--- src/rtl/usb_rx_pkg.sv ---
// rtl/usb_rx_pkg.sv - shared types and constants for the USB receive datapath
package usb_rx_pkg;

    typedef enum logic [1:0] {
        IDLE = 2'd0,
        RECV = 2'd1,
        ERR  = 2'd2
    } rx_sipo_state_t;

    localparam logic J_LEVEL       = 1'b1;
    localparam int   USB_STUFF_LEN = 6;

endpackage

--- src/rtl/usb_rx_nrzi_unstuff.sv ---
// rtl/usb_rx_nrzi_unstuff.sv - NRZI decode and bit-unstuffing of sampled line levels
module usb_rx_nrzi_unstuff
    import usb_rx_pkg::*;
#(
    parameter int STUFF_LEN = USB_STUFF_LEN
) (
    input  logic clk,
    input  logic rst,
    input  logic clear,
    input  logic sample,
    input  logic d_line,
    output logic bit_valid,
    output logic bit_data,
    output logic stuff_viol
);

    localparam int ONES_W = $clog2(STUFF_LEN + 1);

    logic              prev_level;
    logic [ONES_W-1:0] ones;
    logic              dec;
    logic              stuff_slot;

    assign dec        = (d_line == prev_level);
    assign stuff_slot = (ones == ONES_W'(STUFF_LEN));

    // Strobes are combinational in the sample cycle; the top level registers them.
    always_comb begin
        bit_valid  = 1'b0;
        bit_data   = dec;
        stuff_viol = 1'b0;
        if (sample) begin
            if (stuff_slot) begin
                stuff_viol = dec;
            end else begin
                bit_valid = 1'b1;
            end
        end
    end

    always_ff @(posedge clk) begin
        if (rst || clear) begin
            prev_level <= J_LEVEL;
            ones       <= '0;
        end else if (sample) begin
            prev_level <= d_line;
            if (stuff_slot) begin
                ones <= '0;
            end else begin
                ones <= dec ? ones + 1'b1 : '0;
            end
        end
    end

endmodule

--- src/rtl/usb_rx_sipo_unstuff.sv ---
// rtl/usb_rx_sipo_unstuff.sv - USB RX NRZI decode, unstuff and LSB-first byte assembly
module usb_rx_sipo_unstuff
    import usb_rx_pkg::*;
#(
    parameter int NUM_BITS  = 8,
    parameter int STUFF_LEN = USB_STUFF_LEN
) (
    input  logic                clk,
    input  logic                rst,
    input  logic                sample_en,
    input  logic                d_line,
    input  logic                rcving,
    output logic [NUM_BITS-1:0] rx_data,
    output logic                byte_valid,
    output logic                stuff_err,
    output logic                align_err,
    output logic [2:0]          bit_cnt
);

    rx_sipo_state_t      state;
    rx_sipo_state_t      state_next;
    logic [NUM_BITS-1:0] shift_reg;
    logic [NUM_BITS-1:0] shift_next;
    logic                clear;
    logic                sample;
    logic                align_set;
    logic                bit_valid;
    logic                bit_data;
    logic                stuff_viol;
    logic                byte_done;

    // A falling rcving outranks a coincident sample, so samples only count while rcving holds.
    assign sample     = sample_en && rcving && (state == RECV);
    assign shift_next = {bit_data, shift_reg[NUM_BITS-1:1]};
    assign byte_done  = (bit_cnt == 3'(NUM_BITS - 1));

    usb_rx_nrzi_unstuff #(
        .STUFF_LEN(STUFF_LEN)
    ) u_nrzi (
        .clk       (clk),
        .rst       (rst),
        .clear     (clear),
        .sample    (sample),
        .d_line    (d_line),
        .bit_valid (bit_valid),
        .bit_data  (bit_data),
        .stuff_viol(stuff_viol)
    );

    always_ff @(posedge clk) begin
        if (rst) begin
            state <= IDLE;
        end else begin
            state <= state_next;
        end
    end

    always_comb begin
        state_next = state;
        clear      = 1'b0;
        align_set  = 1'b0;
        case (state)
            IDLE: begin
                clear = 1'b1;
                if (rcving) begin
                    state_next = RECV;
                end
            end
            RECV: begin
                if (!rcving) begin
                    state_next = IDLE;
                    align_set  = (bit_cnt != 3'd0);
                end else if (stuff_viol) begin
                    state_next = ERR;
                end
            end
            ERR: begin
                if (!rcving) begin
                    state_next = IDLE;
                end
            end
            default: begin
                state_next = IDLE;
            end
        endcase
    end

    always_ff @(posedge clk) begin
        if (rst) begin
            rx_data    <= '0;
            shift_reg  <= '0;
            byte_valid <= 1'b0;
            stuff_err  <= 1'b0;
            align_err  <= 1'b0;
            bit_cnt    <= 3'd0;
        end else begin
            byte_valid <= 1'b0;
            stuff_err  <= stuff_viol;
            align_err  <= align_set;
            if (clear || state_next == IDLE) begin
                bit_cnt <= 3'd0;
            end else if (bit_valid) begin
                shift_reg <= shift_next;
                bit_cnt   <= byte_done ? 3'd0 : bit_cnt + 3'd1;
                if (byte_done) begin
                    rx_data    <= shift_next;
                    byte_valid <= 1'b1;
                end
            end
        end
    end

endmodule

--- config.mk ---
export PLATFORM = sky130hd
export DESIGN_NAME = usb_rx_sipo_unstuff
export DESIGN_NICKNAME = d
export VERILOG_FILES = /design/src/rtl/usb_rx_pkg.sv /design/src/rtl/usb_rx_nrzi_unstuff.sv /design/src/rtl/usb_rx_sipo_unstuff.sv
export SDC_FILE = /design/constraint.sdc
export NUM_CORES = 1
export LEC_CHECK = 0
export BUFFER_PORTS_ARGS = -buffer_cell sky130_fd_sc_hd__buf_4
export CAP_MARGIN = 10
export CORE_MARGIN = 1
export CORE_UTILIZATION = 45
export DETAILED_ROUTE_END_ITERATION = 8
export PLACE_DENSITY = 0.66
export SLEW_MARGIN = 20
export SYNTH_ARGS = -nofsm -noshare
export SYNTH_HDL_FRONTEND = slang
export SYNTH_SLANG_ARGS = --single-unit
--- constraint.sdc ---
create_clock -name clk -period 1.7 [get_ports clk]
set_input_delay 0.085 -clock clk [delete_from_list [all_inputs] [get_ports clk]]
set_output_delay 0.085 -clock clk [all_outputs]
set_load 0.01 [all_outputs]
* Word-level counts from Yosys, hierarchy flattened *
Cells that the tools add are included.
Widths: inputs -> output; s select.

word-level totals
  bits in registers = 28
  input port bits = 5
  output and inout bits = 14
  logic and storage cells = 45

cells by class
  add/sub/neg operators = 2
  eq/ne operators = 5
  multiplexer cells = 14
  bitwise logic cells = 3
  reduce and logical (&&, ||, !) cells = 12

operator list
  cell                 count
  $mux 3               3
  $mux 2               4
  $add 3x1->3 const B  2
  $eq 3x3->1 const B   2
  $mux 1               6
  $pmux 2 s3           1
  $reduce_or 3->1      2
  $logic_not 2->1      2
  $not 1->1            3
  $reduce_and 3->1     1
  $reduce_bool 3->1    1
  $eq 2x1->1 const B   1
  $eq 2x2->1 const B   1
  $logic_and 1x1->1    2
  $logic_or 1x1->1     2
  $reduce_and 2->1     1
  $reduce_or 2->1      1
  $eq 1x1->1           1

* Longest topological paths before layout *
Gate-level depths: netlist of run 1.

  word-level depth = 10
  mapped depth = 6
  mapped depth without buffers = 5

* Cells and area by module *
From an unflattened synthesis of run 1, not the netlist that was laid out.

second synthesis, totals
  cell total of the unflattened synthesis = 114
  area total of the unflattened synthesis = 1177.4 µm²

modules (own cells, without submodules)
  module               instances  cells an instance  area each (µm²)  sequential area each (µm²)
  usb_rx_sipo_unstuff  1          90                 953.4            460.4
  usb_rx_nrzi_unstuff  1          24                 224.0            80.1

* Worst setup path before layout of run 1 *
OpenSTA, ideal clock, no wires.

  path type = register -> register
  start point = register bit_cnt[0]
  end point = register bit_cnt[0]
  setup time = 0.070 ns
  data arrival time = 1.317 ns
  slack = 0.313 ns
  cell stages (with the launch flop) = 5
  buffers on the path = 0
  period minus slack after synthesis = 1.387 ns
  path through = dfxtp_1 -> ha_1 -> ha_1 -> or4_1 -> a21oi_1

between the ends
  cells in the longest elaborated chain, start to end = 2
  elaborated cells between the ends (all ways) = 3
  those cells by class = add/sub (1); eq/ne (1); mux (1)

ends and longest elaborated chain
  item                    line                        source
  start, declared         usb_rx_sipo_unstuff.sv:17   output logic [2:0] bit_cnt
  start signal, assigned  usb_rx_sipo_unstuff.sv:104  bit_cnt <= byte_done ? 3'd0 : bit_cnt + 3'd1;
  $eq 3x3->1              usb_rx_sipo_unstuff.sv:35   assign byte_done = (bit_cnt == 3'(NUM_BITS - 1));
  via byte_done           usb_rx_sipo_unstuff.sv:30   logic byte_done;
  $mux 3                  usb_rx_sipo_unstuff.sv:104

The timed path passes the listed nets, and every way through them passes these cells.
A chain may end at the register's enable or synchronous reset.

* Worst setup path after layout of run 1 *
  start point = register state[0]
  end point = register rx_data[7]

between the ends
  cells in the longest elaborated chain, start to end = 10
  elaborated cells between the ends (all ways) = 16
  those cells by class = eq/ne (2); mux (8); bitwise (1); reduce/logical (5)

ends and longest elaborated chain
  item                          line                                                  source
  start, declared               usb_rx_sipo_unstuff.sv:20                             rx_sipo_state_t state;
  start signal, assigned        usb_rx_sipo_unstuff.sv:54                             state <= state_next;
  $eq 2x1->1                    usb_rx_sipo_unstuff.sv:33, usb_rx_sipo_unstuff.sv:62
  $logic_and 1x1->1             usb_rx_sipo_unstuff.sv:33                             assign sample = sample_en && rcving && (state == RECV);
  $mux 1                        usb_rx_nrzi_unstuff.sv:32                             if (sample) begin
  $mux 2                        usb_rx_sipo_unstuff.sv:73                             end else if (stuff_viol) begin
  $mux 2                        usb_rx_sipo_unstuff.sv:70                             if (!rcving) begin
  $pmux 2 s3                    usb_rx_sipo_unstuff.sv:62                             case (state)
  $logic_not 2->1               usb_rx_sipo_unstuff.sv:100                            if (clear || state_next == IDLE) begin
  $logic_or 1x1->1              usb_rx_sipo_unstuff.sv:100
  $not 1->1 (no line)           --
  $reduce_and 3->1 (no line) *  --
  end signal, assigned          usb_rx_sipo_unstuff.sv:106                            rx_data <= shift_next;
  end, declared                 usb_rx_sipo_unstuff.sv:13                             output logic [NUM_BITS-1:0] rx_data,

Mark *: on every way between the ends. The rest lies on a longest branch, timed or not.

==> results.ini, run 1 <==
[status]
outcome=completed

[timing]
fin_tns_setup_ns=0
min_period_over_period_pct=93.31
fin_ws_ns=0.1137
tightestPinTransition_ns=0.4741
max-slew-margin-rel_pct=68.17
hold_violations=0
drv_slew=0
period_needed_ns=1.586
grt_setup_unrepaired=false
clock_skew_ns=0.005860
setup_viol=0
max_freq_mhz=630.4
whs_ns=0.04421

[logic_synthesis]
synth_common_cells=27 x dfxtp_1, 21 x nand2_1, 14 x a21oi_1
synth_seq_cells=27
ys_top_cells_by_area=dfxtp_1 46%, mux2i_1 6.8%, nand2_1 6.7%
ys_types=27
synthArstFlopShare_pct=0
synth_ff_type=dfxtp_1
yosysSeqAreaShare_pct=46.10
netlist.area_leader.share_pct=46.10
synth_most_common_cell=dfxtp_1
syn_area_per_cell_um2=9.018
synth_edf_count=0
netlist_area_mm2=0.001172
synth_fp_nets=140
yosysWarnings=0
syn_inst=130
synth_top_area_cell=dfxtp_1

[global_route]
gr-usage-met3_pct=2.586
grt_util_met2_pct=31.65
grt_use_met1_pct=22.16
busiest_layer=met2
antenna_found_initial=0
grt_max_degree=18
grt_overflow=0
grt_pass1_vias=874
grt_pass1_wl_um=3677
gr-usage-all-layers_pct=18.14

[pwr]
power_frac_clock_pct=28.8
leakagePower_nw=0.5220
p_seq_share_pct=66.3
p_int_mw=0.7428
sw_frac_of_total_pct=22.90
comb_power_share_pct=4.9
vdd_ir_drop_max_uv=414.2
switching_power_mw=0.2206
powerDensity_mw_per_mm2=698.1
power.total_mw=0.9634

[die]
die_area_mm2=0.002813
initial_utilization_pct=47.32
ios=19
fp.coreArea_mm2=0.002477
dieHeight_um=53.04
num_rows=18
dieWidth_um=53.04

[placement]
placement.setup.worst_slack_ns=0.1589
gp_congestion=0.7644
portBuffers=18
hpwlAfterDp_um=1659

[clock_network]
cts-root-buf=clkbuf_4
ctsResizeCount=0
clock-sinks=27
cts_max_level=1
insertion_delay_ns=0.32
clkTransAtPathRegs_ns=0.15
clockBufferDepth=2
cts_tree=done
cts_made_buffers=3

[drt]
drtIter0Drc=18
wire_per_inst_um=12.77
drtPass1Iterations=4
num_vias=955
drc=0
drt.antenna.violating_nets=0
viasPerCell=5.306
drt-total-wl_um=2298

[finish]
largest_reg_flops=8
diodes=0
area_growth_pct=17.72
drive_gt1_share_pct=19.33
final_nets=161

[worst_setup_path]
cpPeakStageDelay_ns=0.51
path_delay_family=simple AND/OR/NAND/NOR gates
worstPathCellList=and4b_4 -> and3_1 -> buf_4 -> mux2i_1
cp-start-kind=flip-flop
endpoint_kind=flip-flop
cp_max_fo=14
rrSetupSlack_ns=0.11
arrival_ns=1.84
path_buf_inv=1
r2r-end=rx_data[7]
slowest_stage=dfxtp_1
cp.required_ns=1.96
critPathKind=flip-flop to flip-flop
reg2reg_depth=4
r2r_start=state[0]

[flow_run]
maxCapViolations=0

[hold_path]
min_from=rcving
hp-class=input pin to flip-flop
min_path_cells=3
worstHoldEndpoint=state[1]

## worst register-to-register path: stages (launching register included)
cell	delay (ns)
dfxtp_1	0.51
and4b_4	0.41
and3_1	0.18
buf_4	0.19
mux2i_1	0.23
## power groups by stage
stage               Clock, mW  Sequential, mW  Combinational, mW
finish                  0.277           0.639             0.0473
CTS                     0.288           0.639             0.0474
detailed placement          0           0.652             0.0436
global route            0.309           0.639             0.0518
floorplan                   0           0.652             0.0259
global placement            0           0.652             0.0429
## logic make-up after synthesis
| family | synth area share (%) |
|---|---|
| and+or+nand+nor | 22.20 |
| adders and majority gates | 5.336 |
| AOI/OAI and AO/OA | 12.81 |
| DFF | 46.10 |
| xor gates and xnor gates | 1.494 |
| muxes | 6.831 |
| buffers and inverters | 5.230 |
## worst max path at each step
stage                    from          to  cells past startpoint
2_1_floorplan      bit_cnt[0]  bit_cnt[0]                      4
3_5_place_dp         state[0]  rx_data[7]                      4
3_3_place_gp   u_nrzi.ones[0]  bit_cnt[0]                      5
5_1_grt              state[0]  rx_data[0]                      4
4_1_cts              state[0]  rx_data[7]                      4
6_report             state[0]  rx_data[7]                      4
## layout by cell type, fill, tap and decap left out
| cell type | count |
|---|---|
| a21oi_1 | 14 |
| mux2i_1 | 8 |
| nand2_1 | 21 |
| and3_1 | 1 |
| nor3b_1 | 2 |
| or4_1 | 1 |
| o31ai_1 | 1 |
| nand4b_4 | 1 |
| a22oi_1 | 1 |
| o21ai_0 | 11 |
| nand2b_1 | 1 |
| nor2_1 | 1 |
| clkinv_2 | 1 |
| clkbuf_4 | 3 |
| o21ba_2 | 1 |
| or4b_1 | 1 |
| nand4b_1 | 2 |
| dlygate4sd3_1 | 2 |
| and2_1 | 2 |
| dfxtp_1 | 27 |
| inv_1 | 5 |
| ha_1 | 5 |
| nand3_1 | 13 |
| xor2_1 | 1 |
| and4b_4 | 1 |
| buf_4 | 22 |
| xnor2_1 | 1 |
## metrics by stage
| stage | instances | cell area, um^2 | util (%) |
|---|---|---|---|
| global placement | 174 | 1333 | 53.79 |
| detailed placement | 174 | 1333 | 53.79 |
| global route | 180 | 1380 | 55.71 |
| finish | 180 | 1380 | 55.71 |
| floorplan | 130 | 1172 | - |
| CTS | 180 | 1380 | 55.71 |
## metal layers
| layer | up-vias | part of all wire [%] |
|---|---|---|
| met5 | - | 0 |
| met4 | 0 | 0.65 |
| met3 | 2 | 2.1 |
| met2 | 10 | 50 |
| met1 | 452 | 48 |
| li1 | 491 | - |
## layout make-up
class / count / area [um^2]
Fill cell: 245 / 1097
Timing Repair Buffer: 24 / 185.2
Sequential cell: 27 / 540.5
Clock inverter: 1 / 5.005
Tap cell: 30 / 37.54
Clock buffer: 3 / 22.52
Multi-Input combinational cell: 90 / 570.5
Inverter: 5 / 18.77
## what timing repair did
item | 4_1_cts | 5_1_grt
setup buffers | 0 | 0
setup endpoints to repair | 0 | 0
hold buffers | 2 | 0
endpoints found under the hold margin | 8 | 0
(Power assumes the default switching activity.)
==> run 2: changes to the inputs <==
--- a/config.mk
+++ b/config.mk
@@ -7,10 +7,9 @@
 export LEC_CHECK = 0
 export BUFFER_PORTS_ARGS = -buffer_cell sky130_fd_sc_hd__buf_4
 export CAP_MARGIN = 10
-export CORE_MARGIN = 1
 export CORE_UTILIZATION = 45
 export DETAILED_ROUTE_END_ITERATION = 8
-export PLACE_DENSITY = 0.66
+export PLACE_DENSITY = 0.71
 export SLEW_MARGIN = 20
 export SYNTH_ARGS = -nofsm -noshare
 export SYNTH_HDL_FRONTEND = slang
==> run 2 against run 1 <==
  * Global-route usage down 0.81 points
  * Final area unchanged
  * Non-clock buffer count unchanged
  * Sequential power about the same
  * Sequential cell count unchanged
  * Setup slack better by 0.023 ns
  * Critical endpoint is now bit_cnt[0]
  * Largest cell class unchanged
==> results.ini, run 2 (synthesis results as in run 1) <==
[finish]
diodes=0
layout_common_cells=27 x dfxtp_1, 22 x buf_4, 21 x nand2_1
drive_gt1_share_pct=19.33
final_nets=161
largest_reg_flops=8
area_growth_pct=17.72
final_common_cell=dfxtp_1

[placement]
portBuffers=18
hpwlAfterDp_um=1555
gp_congestion=0.7308
placement.setup.worst_slack_ns=0.1655

[status]
outcome=completed

[worst_setup_path]
cp_max_fo=12
cp-start-kind=flip-flop
cp.required_ns=1.96
r2r_start=u_nrzi.ones[0]
endpoint_kind=flip-flop
critPathKind=flip-flop to flip-flop
startpoint=u_nrzi.ones[0]
arrival_ns=1.83

[die]
dieHeight_um=53.04
dieWidth_um=53.04
fp.coreArea_mm2=0.002477
die_area_mm2=0.002813
initial_utilization_pct=47.32
num_rows=18
ios=19

[drt]
num_vias=972
viasPerCell=5.400
drc=0
drt-total-wl_um=2153
drtPass1Iterations=4
drt.antenna.violating_nets=0
wire_per_inst_um=11.96
drtIter0Drc=10

[timing]
drv_slew=0
clock_skew_ns=0.006705
hold_violations=0
period_needed_ns=1.563
min_period_over_period_pct=91.94
max-slew-margin-rel_pct=66.69
grt_setup_unrepaired=false
fin_ws_ns=0.1371
max_freq_mhz=639.8
tightestPinTransition_ns=0.4961
fin_tns_setup_ns=0
setup_viol=0

[pwr]
leakagePower_nw=0.5220
powerDensity_mw_per_mm2=689.8
vdd_ir_drop_max_uv=567.4

[clock_network]
cts-root-buf=clkbuf_4
cts_tree=done
clkTransAtPathRegs_ns=0.14
cts_made_buffers=3
insertion_delay_ns=0.32
clockBufferDepth=2
ctsResizeCount=0
cts_max_level=1
clock-sinks=27

[global_route]
grt_pass1_vias=896
gr-usage-all-layers_pct=17.33
grt_max_degree=19
grt_pass1_wl_um=3560
antenna_found_initial=0
grt_overflow=0

[flow_run]
maxCapViolations=0

[hold_path]
hp-class=input pin to flip-flop
min_from=rcving

==> run 2: final cells by class <==
type	instances	area, um^2
inverters	5	18.77
fillers	240	1097
repair buffers	24	185.2
multi-input cells	90	570.5
well taps	30	37.54
flip-flops and latches	27	540.5
clock buffers	3	22.52
clock inverters	1	5.005
==> run 2: through the flow <==
step           util, %  cells  area [um^2]  hold WS, ns  power (mW)
2_1_floorplan        -    130         1172       0.2071      0.6775
3_3_place_gp     53.79    174         1333       0.3133      0.6941
3_5_place_dp     53.79    174         1333       0.3239      0.6958
4_1_cts          55.71    180         1380      0.04280      0.9627
5_1_grt          55.71    180         1380      0.07862      0.9888
6_report         55.71    180         1380      0.04821      0.9520
==> run 2: report_power, final <==
group / internal (mW) / switching [mW] / total (mW)
sequential: 0.635 / 0.00327 / 0.638
clock: 0.0881 / 0.179 / 0.267
combinational: 0.0195 / 0.0272 / 0.0467
==> run 2: final timing paths <==
| path | end | slack, ns | cells past startpoint |
|---|---|---|---|
| worst max-delay path | bit_cnt[0] | 0.14 | 5 |
| worst min register to register | rx_data[7] | 0.47 | 2 |
| worst max register to register | bit_cnt[0] | 0.14 | 5 |
| worst min-delay path | state[1] | 0.05 | 3 |
==> run 2: layer usage <==
metal	wire length [um]	vias up	track usage (%)
li1	-	487	-
met2	1029	22	30.59
met3	94	5	3.161
met4	35	0	8.772
met1	993	458	19.65
met5	0	-	0
==> run 2: timing repair <==
item | 4_1_cts | 5_1_grt
setup buffers | 0 | 0
endpoints found under the hold margin | 7 | 0
hold buffers | 2 | 0
==> run 2: worst max-delay path, stage by stage (launching register included) <==
cell     delay (ns)
dfxtp_1        0.40
inv_1          0.06
ha_1           0.22
and2_1         0.27
or4_1          0.43
a21oi_1        0.13
